==> src/rtl/regfile_access_ctrl.sv <==
// Operand-fetch front end for register_file: issues reads, queues writebacks, resolves RAW hazards.
// Define RAC_FWD_EN to forward queued writeback data instead of stalling on a hazard.
module regfile_access_ctrl #(
  parameter int WB_DEPTH = 4
) (
  input  logic        clk,
  input  logic        rst,
  input  logic        req_valid,
  output logic        req_ready,
  input  logic [4:0]  req_rs1,
  input  logic [4:0]  req_rs2,
  input  logic [4:0]  req_rd,
  input  logic        wb_valid,
  output logic        wb_ready,
  input  logic [4:0]  wb_rd,
  input  logic [31:0] wb_val,
  output logic        op_valid,
  input  logic        op_ready,
  output logic [31:0] op_a,
  output logic [31:0] op_b,
  output logic [4:0]  op_rd,
  output logic [4:0]  rf_rs1,
  output logic [4:0]  rf_rs2,
  output logic        rf_read_en,
  input  logic [31:0] rf_r1,
  input  logic [31:0] rf_r2,
  output logic [4:0]  rf_rd,
  output logic [31:0] rf_dest_val,
  output logic        rf_write_en
);
  // state | meaning
  // IDLE  | waiting for a request; issue cycle drives rf read port
  // READ  | register_file data arrives; operands captured
  // HOLD  | operands presented until execute accepts
  localparam int PW = $clog2(WB_DEPTH);

  typedef enum logic [1:0] {IDLE, READ, HOLD} state_t;
  state_t state, state_nx;

  logic [4:0]    fifo_rd  [WB_DEPTH];
  logic [31:0]   fifo_val [WB_DEPTH];
  logic [PW-1:0] head, tail, idx;
  logic [PW:0]   count;
  logic          full, empty, enq, issue, stall;
  logic          hit1, hit2;

  assign full     = (count == (PW+1)'(WB_DEPTH));
  assign empty    = (count == '0);
  assign wb_ready = ~full;
  // rd==0 writebacks are accepted but never stored, so x0 stays untouched
  assign enq      = wb_valid & ~full & (wb_rd != 5'd0);

`ifdef RAC_FWD_EN
  logic [31:0] fval1, fval2, fwd_val1, fwd_val2;
  logic        fwd_hit1, fwd_hit2;
`endif

  // Snapshot scan oldest to youngest so the last match wins; same-cycle wb is youngest.
  always_comb begin
    hit1 = 1'b0;
    hit2 = 1'b0;
    idx  = '0;
`ifdef RAC_FWD_EN
    fval1 = '0;
    fval2 = '0;
`endif
    for (int i = 0; i < WB_DEPTH; i++) begin
      idx = head + PW'(i);
      if ((PW+1)'(i) < count) begin
        if (req_rs1 != 5'd0 && fifo_rd[idx] == req_rs1) begin
          hit1 = 1'b1;
`ifdef RAC_FWD_EN
          fval1 = fifo_val[idx];
`endif
        end
        if (req_rs2 != 5'd0 && fifo_rd[idx] == req_rs2) begin
          hit2 = 1'b1;
`ifdef RAC_FWD_EN
          fval2 = fifo_val[idx];
`endif
        end
      end
    end
    if (enq && req_rs1 != 5'd0 && wb_rd == req_rs1) begin
      hit1 = 1'b1;
`ifdef RAC_FWD_EN
      fval1 = wb_val;
`endif
    end
    if (enq && req_rs2 != 5'd0 && wb_rd == req_rs2) begin
      hit2 = 1'b1;
`ifdef RAC_FWD_EN
      fval2 = wb_val;
`endif
    end
  end

`ifdef RAC_FWD_EN
  assign stall = 1'b0;
`else
  assign stall = hit1 | hit2;
`endif

  always_ff @(posedge clk) begin
    if (rst) state <= IDLE;
    else     state <= state_nx;
  end

  always_comb begin
    state_nx    = state;
    req_ready   = 1'b0;
    issue       = 1'b0;
    rf_read_en  = 1'b0;
    rf_rs1      = '0;
    rf_rs2      = '0;
    op_valid    = 1'b0;
    rf_write_en = 1'b0;
    rf_rd       = '0;
    rf_dest_val = '0;
    case (state)
      IDLE: begin
        req_ready = ~stall & ~rst;
        if (req_valid && req_ready) begin
          issue      = 1'b1;
          rf_read_en = 1'b1;
          rf_rs1     = req_rs1;
          rf_rs2     = req_rs2;
          state_nx   = READ;
        end
      end
      READ: state_nx = HOLD;
      HOLD: begin
        op_valid = ~rst;
        if (op_ready) state_nx = IDLE;
      end
      default: state_nx = IDLE;
    endcase
    // the read port has priority; a drain never overlaps an issue
    if (!empty && !issue && !rst) begin
      rf_write_en = 1'b1;
      rf_rd       = fifo_rd[head];
      rf_dest_val = fifo_val[head];
    end
  end

  always_ff @(posedge clk) begin
    if (rst) begin
      head  <= '0;
      tail  <= '0;
      count <= '0;
      op_a  <= '0;
      op_b  <= '0;
      op_rd <= '0;
`ifdef RAC_FWD_EN
      fwd_hit1 <= 1'b0;
      fwd_hit2 <= 1'b0;
      fwd_val1 <= '0;
      fwd_val2 <= '0;
`endif
    end else begin
      if (enq)         tail <= tail + PW'(1);
      if (rf_write_en) head <= head + PW'(1);
      count <= count + (PW+1)'(enq) - (PW+1)'(rf_write_en);
      if (issue) begin
        op_rd <= req_rd;
`ifdef RAC_FWD_EN
        fwd_hit1 <= hit1;
        fwd_hit2 <= hit2;
        fwd_val1 <= fval1;
        fwd_val2 <= fval2;
`endif
      end
      if (state == READ) begin
`ifdef RAC_FWD_EN
        op_a <= fwd_hit1 ? fwd_val1 : rf_r1;
        op_b <= fwd_hit2 ? fwd_val2 : rf_r2;
`else
        op_a <= rf_r1;
        op_b <= rf_r2;
`endif
      end
    end
  end

  always_ff @(posedge clk) begin
    if (enq) begin
      fifo_rd[tail]  <= wb_rd;
      fifo_val[tail] <= wb_val;
    end
  end

endmodule

==> config.mk <==
export PLATFORM = sky130hd
export DESIGN_NAME = regfile_access_ctrl
export DESIGN_NICKNAME = d
export VERILOG_FILES = /design/src/rtl/regfile_access_ctrl.sv
export SDC_FILE = /design/constraint.sdc
export NUM_CORES = 1
export LEC_CHECK = 0
export CAP_MARGIN = 20
export CORE_ASPECT_RATIO = 0.6
export CORE_UTILIZATION = 35
export DETAILED_ROUTE_END_ITERATION = 10
export GPL_ROUTABILITY_DRIVEN = 0
export MAX_ROUTING_LAYER = met4
export PLACE_DENSITY_LB_ADDON = 0.1
export SLEW_MARGIN = 30
export SYNTH_ARGS = -nofsm -noshare
export SYNTH_HDL_FRONTEND = slang
export SYNTH_SLANG_ARGS = --single-unit
export TNS_END_PERCENT = 10
==> constraint.sdc <==
create_clock -name clk -period 6.95 [get_ports clk]
set_input_delay 1.7375 -clock clk [delete_from_list [all_inputs] [get_ports clk]]
set_output_delay 1.7375 -clock clk [all_outputs]
set_load 0.01 [all_outputs]
## Word-level counts from Yosys, hierarchy flattened

Memories as Yosys holds them, arrays and structs flattened. A register that Yosys moved wholly into a read port is not among the register bits.
Cells that the tools add are included.

- Add/subtract/negate cells: 6
- Multipliers: 0
- Divide/modulo/power cells: 0
- Magnitude comparators: 4
- Equality and inequality tests: 15
- Shift operators: 0
- Mux-type cells: 38
- Bitwise logic cells: 7
- Reductions and logical operators: 24

Operators by type and width:

| cell | count |
|---|---|
| $eq A5 B5 Y1 | 10 |
| $mux W32 | 1 |
| $mux W1 | 25 |
| $mux W5 | 5 |
| $logic_and A1 B1 Y1 | 15 |
| $reduce_bool A5 Y1 | 3 |
| $mux W2 | 6 |
| $lt A1 B3 Y1 const A | 2 |
| $lt A2 B3 Y1 const A | 2 |
| $pmux W2 S3 | 1 |
| $add A2 B1 Y2 const B | 2 |
| $add A2 B2 Y2 const B | 2 |
| $ne A2 B2 Y1 const B | 2 |
| $add A3 B1 Y3 | 1 |
| $and A1 B1 Y1 | 3 |
| $eq A3 B3 Y1 const B | 1 |
| $logic_not A1 Y1 | 3 |
| $logic_not A3 Y1 | 1 |
| $not A1 Y1 | 3 |
| $sub A3 B1 Y3 | 1 |
| $eq A2 B1 Y1 const B | 1 |
| $eq A2 B2 Y1 const B | 1 |
| $logic_not A2 Y1 | 1 |
| $reduce_and A2 Y1 | 1 |
| $or A1 B1 Y1 | 1 |

- Register bits: 78
- Latch bits: 0
- Bits in writable memories: 148
- ROM bits: 0
- Bits of input ports: 121
- Word-level logic and storage cells: 103
- Memories kept: 2

Memory list:

| memory | words | bits a word | read ports | clocked after Yosys merged registers in | write ports | line | RTL |
|---|---|---|---|---|---|---|---|
| fifo_val | 4 | 32 | 1 | 1 | 1 | 41 | `logic [31:0] fifo_val [WB_DEPTH];` |
| fifo_rd | 4 | 5 | 4 | 1 | 1 | 40 | `logic [4:0] fifo_rd [WB_DEPTH];` |

## Depth between registers and ports, before layout

- Word-level depth: 23
- Depth in mapped cells: 21
- Mapped depth without buffers: 16

## Least setup slack after synthesis

OpenSTA, ideal clock, no wires.

- Path type: input to output
- Start: in req_rs1[2]
- End: out rf_rs1[0]
- Arrival: 3.881 ns
- Required time: 5.213 ns
- Slack: 1.331 ns
- Cell stages on the path: 9
- Cell sequence: clkbuf_1 > xnor2_1 > nand4_1 > nor3_1 > or4_1 > a221o_2 > nor3_1 > buf_2 > and2_1

- Cells in the longest elaborated chain, start to end: 17

RTL lines:

| element | line | RTL |
|---|---|---|
| start, declared | 10 | `input logic [4:0] req_rs1,` |
| $eq A5 B5 Y1 / $reduce_bool A5 Y1 (equally long branches) | 70, 84 |  |
| $logic_and A1 B1 Y1 | 70 | `if (req_rs1 != 5'd0 && fifo_rd[idx] == req_rs1) begin` |
| $mux W1 | 70 |  |
| $mux W1 | 69 | `if ((PW+1)'(i) < count) begin` |
| $mux W1 | 70 |  |
| $mux W1 | 69 |  |
| $mux W1 | 70 |  |
| $mux W1 | 69 |  |
| $mux W1 | 70 |  |
| $mux W1 | 69 |  |
| $mux W1 (*) | 84 | `if (enq && req_rs1 != 5'd0 && wb_rd == req_rs1) begin` |
| $or A1 B1 Y1 (*) | 101 | `assign stall = hit1 \| hit2;` |
| $not A1 Y1 (*) | 122 | `req_ready = ~stall & ~rst;` |
| $and A1 B1 Y1 (*) | 122 |  |
| $logic_and A1 B1 Y1 (*) | 123 | `if (req_valid && req_ready) begin` |
| $mux W5 (*) | 123 |  |
| $mux W5 (*) | 120 | `case (state)` |
| end, declared | 22 | `output logic [4:0] rf_rs1,` |

Mark *: on every way between the ends. The rest lies on a longest branch, timed or not.

## Worst setup path after layout

- Start: in req_rs1[4]
- End: out rf_dest_val[13]

- Cells in the longest elaborated chain, start to end: 21

RTL lines:

| element | line | RTL |
|---|---|---|
| $eq A5 B5 Y1 / $reduce_bool A5 Y1 (equally long branches) | 70, 84 |  |
| $logic_and A1 B1 Y1 | 70 |  |
| $mux W1 | 70 |  |
| $mux W1 | 69 |  |
| $mux W1 | 70 |  |
| $mux W1 | 69 |  |
| $mux W1 | 70 |  |
| $mux W1 | 69 |  |
| [4 not listed] | -- |  |
| $not A1 Y1 (*) | 122 |  |
| $and A1 B1 Y1 (*) | 122 |  |
| $logic_and A1 B1 Y1 (*) | 123 |  |
| $mux W1 (*) | 123 |  |
| $mux W1 (*) | 120 |  |
| $logic_not A1 Y1 (*) | 139 | `if (!empty && !issue && !rst) begin` |
| $logic_and A1 B1 Y1 (*) (2 in series) | 139 |  |
| $mux W32 (*) | 139 |  |
| end, declared | 28 | `output logic [31:0] rf_dest_val,` |

Marks and branches as above.

==> reports/metrics.yaml <==
synth.area.mux_share_pct: 13.3
synthCells: 750
slew_headroom_pct: 40.8
clkLatencyLatePin_ps: 550
cts.repair.resized: 0
cts_max_level: 1
wl_per_cell_um: 18.7
drv_cap: 0
layout.nets: 1110
grt_first_pass_wirelength_mm: 39.5
synth_seq_cells: 228
gr-usage-all-layers_pct: 18.4
postCtsSetupBuffers: 0
synth_top_family_by_area: "multiplexers"
setup_tns_ps: 0
syn2layout_area_growth_pct: 36.5
ant_nets: 0
fin_cells: 1366
synth_compound_gate_area_share_pct: 4.97
dr.first_iter.drc_count: 492
ir_worst_vdd_mv: 0.213
root_buffer: "clkbuf_16"
syn-cell-area_mm2: 0.00988
clock_skew_ps: 32.4
first_global_vias: 6557
cts.clk_slew.worst_paths_ps: 60
synth_fa_ha_area_share_pct: 1.22
io_buffers: 241
synth_edf_count: 148
dieWidth_um: 219
drc: 0
cts_buffer_depth: 3
grt_antenna_before_repair: 1
crit_type: "in2out"
p_leak_nw: 4.47
num_vias: 6571
hold_violations: 0
p_per_area_mw_per_mm2: 334
first_pass_iters: 5
grt_max_degree: 81
post-place-cells: 1321
ys_types: 42
synth_xor_area_share_pct: 4.88
ys_dominant_reg_cell: "edfxtp_1"
hpwl_mm: 17.2
post_synth.cell_area_avg_um2: 13.2
min_path_type: "reg2reg"
die_h_um: 132
synth-seq-area-share_pct: 61.2
start_util_pct: 35.7
start_kind: "primary input"
finalCriticalPeriod_ps: 6770
regArea_mm2: 0.00605
status: "completed"
async_reset_ff_share_pct: 0
vias_per_cell: 4.81
fmax_ghz: 0.148
core_area_mm2: 0.0276
boundaryPins: 242
multi_input_area_mm2: 0.00353
arrival_ps: 5030
finalCritPeriodShare_pct: 97.4
cts_sinks: 228
cts_buffers: 24
drive_gt1_share_pct: 11.3
required_ps: 5210
cp-end-kind: "primary output"
die_area_mm2: 0.0289
overflow: 0
cts_hold_buf: 0
rsz0062_at_grt: "no"
setup_viol: 0
worst_pin_slew_ps: 889
syn-num-nets: 880
routed_wl_mm: 25.6
slew_violations: 0
cts_tree: "done"
fillers: 2433
core.rowCount: 47
yosys.area_share.simple_pct: 11.2
crit_fanout: 39
ys_warn_count: 0
==> worst max-delay path, stage by stage <==
cell and delay, ps:
clkdlybuf4s50_1 730, xnor2_1 180, nand4_1 130, nor3_1 60
or4_1 530, a221o_2 490, o31ai_4 310, buf_12 270
nor2b_1 90, clkdlybuf4s50_1 480
==> kinds of logic after synthesis <==
group           count (synthesis)
compound gates                 87
xor+xnor                       55
fa+ha+maj                       9
buf+inv                        66
flops                         228
mux                            67
simple gates                  238
==> power by group <==
group | internal, W | switching, W
sequential | 0.00161 | 0.000103
combinational | 0.000746 | 0.000691
clock | 0.000811 | 0.000545
==> final timing paths <==
check                                           start                     to  slack, ps  depth (start not counted)
worst max-delay path                       req_rs1[4]        rf_dest_val[13]        180                         10
worst min-delay path            op_a[12]$_SDFFE_PP0N_  op_a[12]$_SDFFE_PP0N_        450                          2
worst max register to register   head[1]$_SDFFE_PP0P_    count[2]$_SDFF_PP0_       2230                         17
worst min register to register  op_a[12]$_SDFFE_PP0N_  op_a[12]$_SDFFE_PP0N_        450                          2
==> metrics by stage <==
stage	total power [W]	setup WS, ps	hold slack [ps]	utilization (%)	instance area (um^2)
5_1_grt	0.00475	35.2	469	48.8	13500
2_1_floorplan	0.00264	1330	481	-	9880
3_3_place_gp	0.00320	178	441	45.7	12600
3_5_place_dp	0.00319	178	446	45.7	12600
6_report	0.00450	179	453	48.8	13500
4_1_cts	0.00457	171	455	48.8	13500
==> synth_stat cells (2+ instances only) <==
master    count  area (um^2)
nor2b_1      37          231
nand4_1      13         81.3
o31ai_1       7         52.6
edfxtp_1    148         4440
mux2i_1      16          160
buf_2         8         40.0
clkbuf_1     28          105
nor3_1       14         70.1
xnor2_1      35          307
a21oi_1      72          360
inv_1        13         48.8
dfxtp_1      80         1600
and3_1        2         12.5
mux4_1        5          131
buf_1         9         33.8
and2_1       15         93.8
xor2_1       20          175
nand3_1       3         15.0
mux4_2       45         1010
ha_1          8          100
nand2b_1      2         12.5
nor2_1       15         56.3
buf_6         5         56.3
nand2_1     132          495
==> sequential cells by signal, summed over array words and instances, names as in the netlist, named ones only <==
signal	cells
op_b	32
count	3
tail	2
op_rd	5
head	2
state	2
fifo_val	128
fifo_rd	20
op_a	32
==> final cells by class <==
class,instances,area share [%]
Inverter,13,0.362
Multi-Input combinational cell,456,26.2
Clock inverter,13,1.27
Sequential cell,228,44.9
Clock buffer,31,5.05
Tap cell,367,3.41
Antenna cell,1,0.0186
Timing Repair Buffer,257,18.8
==> cells in the final DEF (no fill, tap or decap), types with 20 or more instances in the layout <==
cell and count:
a21oi_1 72, clkbuf_16 26, clkdlybuf4s50_1 240, dfxtp_1 78, edfxtp_1 148, mux4_2 45
nand2_1 132, nor2b_1 36, xnor2_1 35, xor2_1 20
==> per-layer routing <==
metal  part of all wire (%)  GRT usage, %  vias to the layer above
met3                    5.7          4.15                       38
met1                     48          27.0                     3217
met5                      0             -                        -
met4                    2.0          3.70                        0
li1                       -             -                     3158
met2                     44          26.1                      158
No activity file was read; power rests on OpenSTA's default activity.
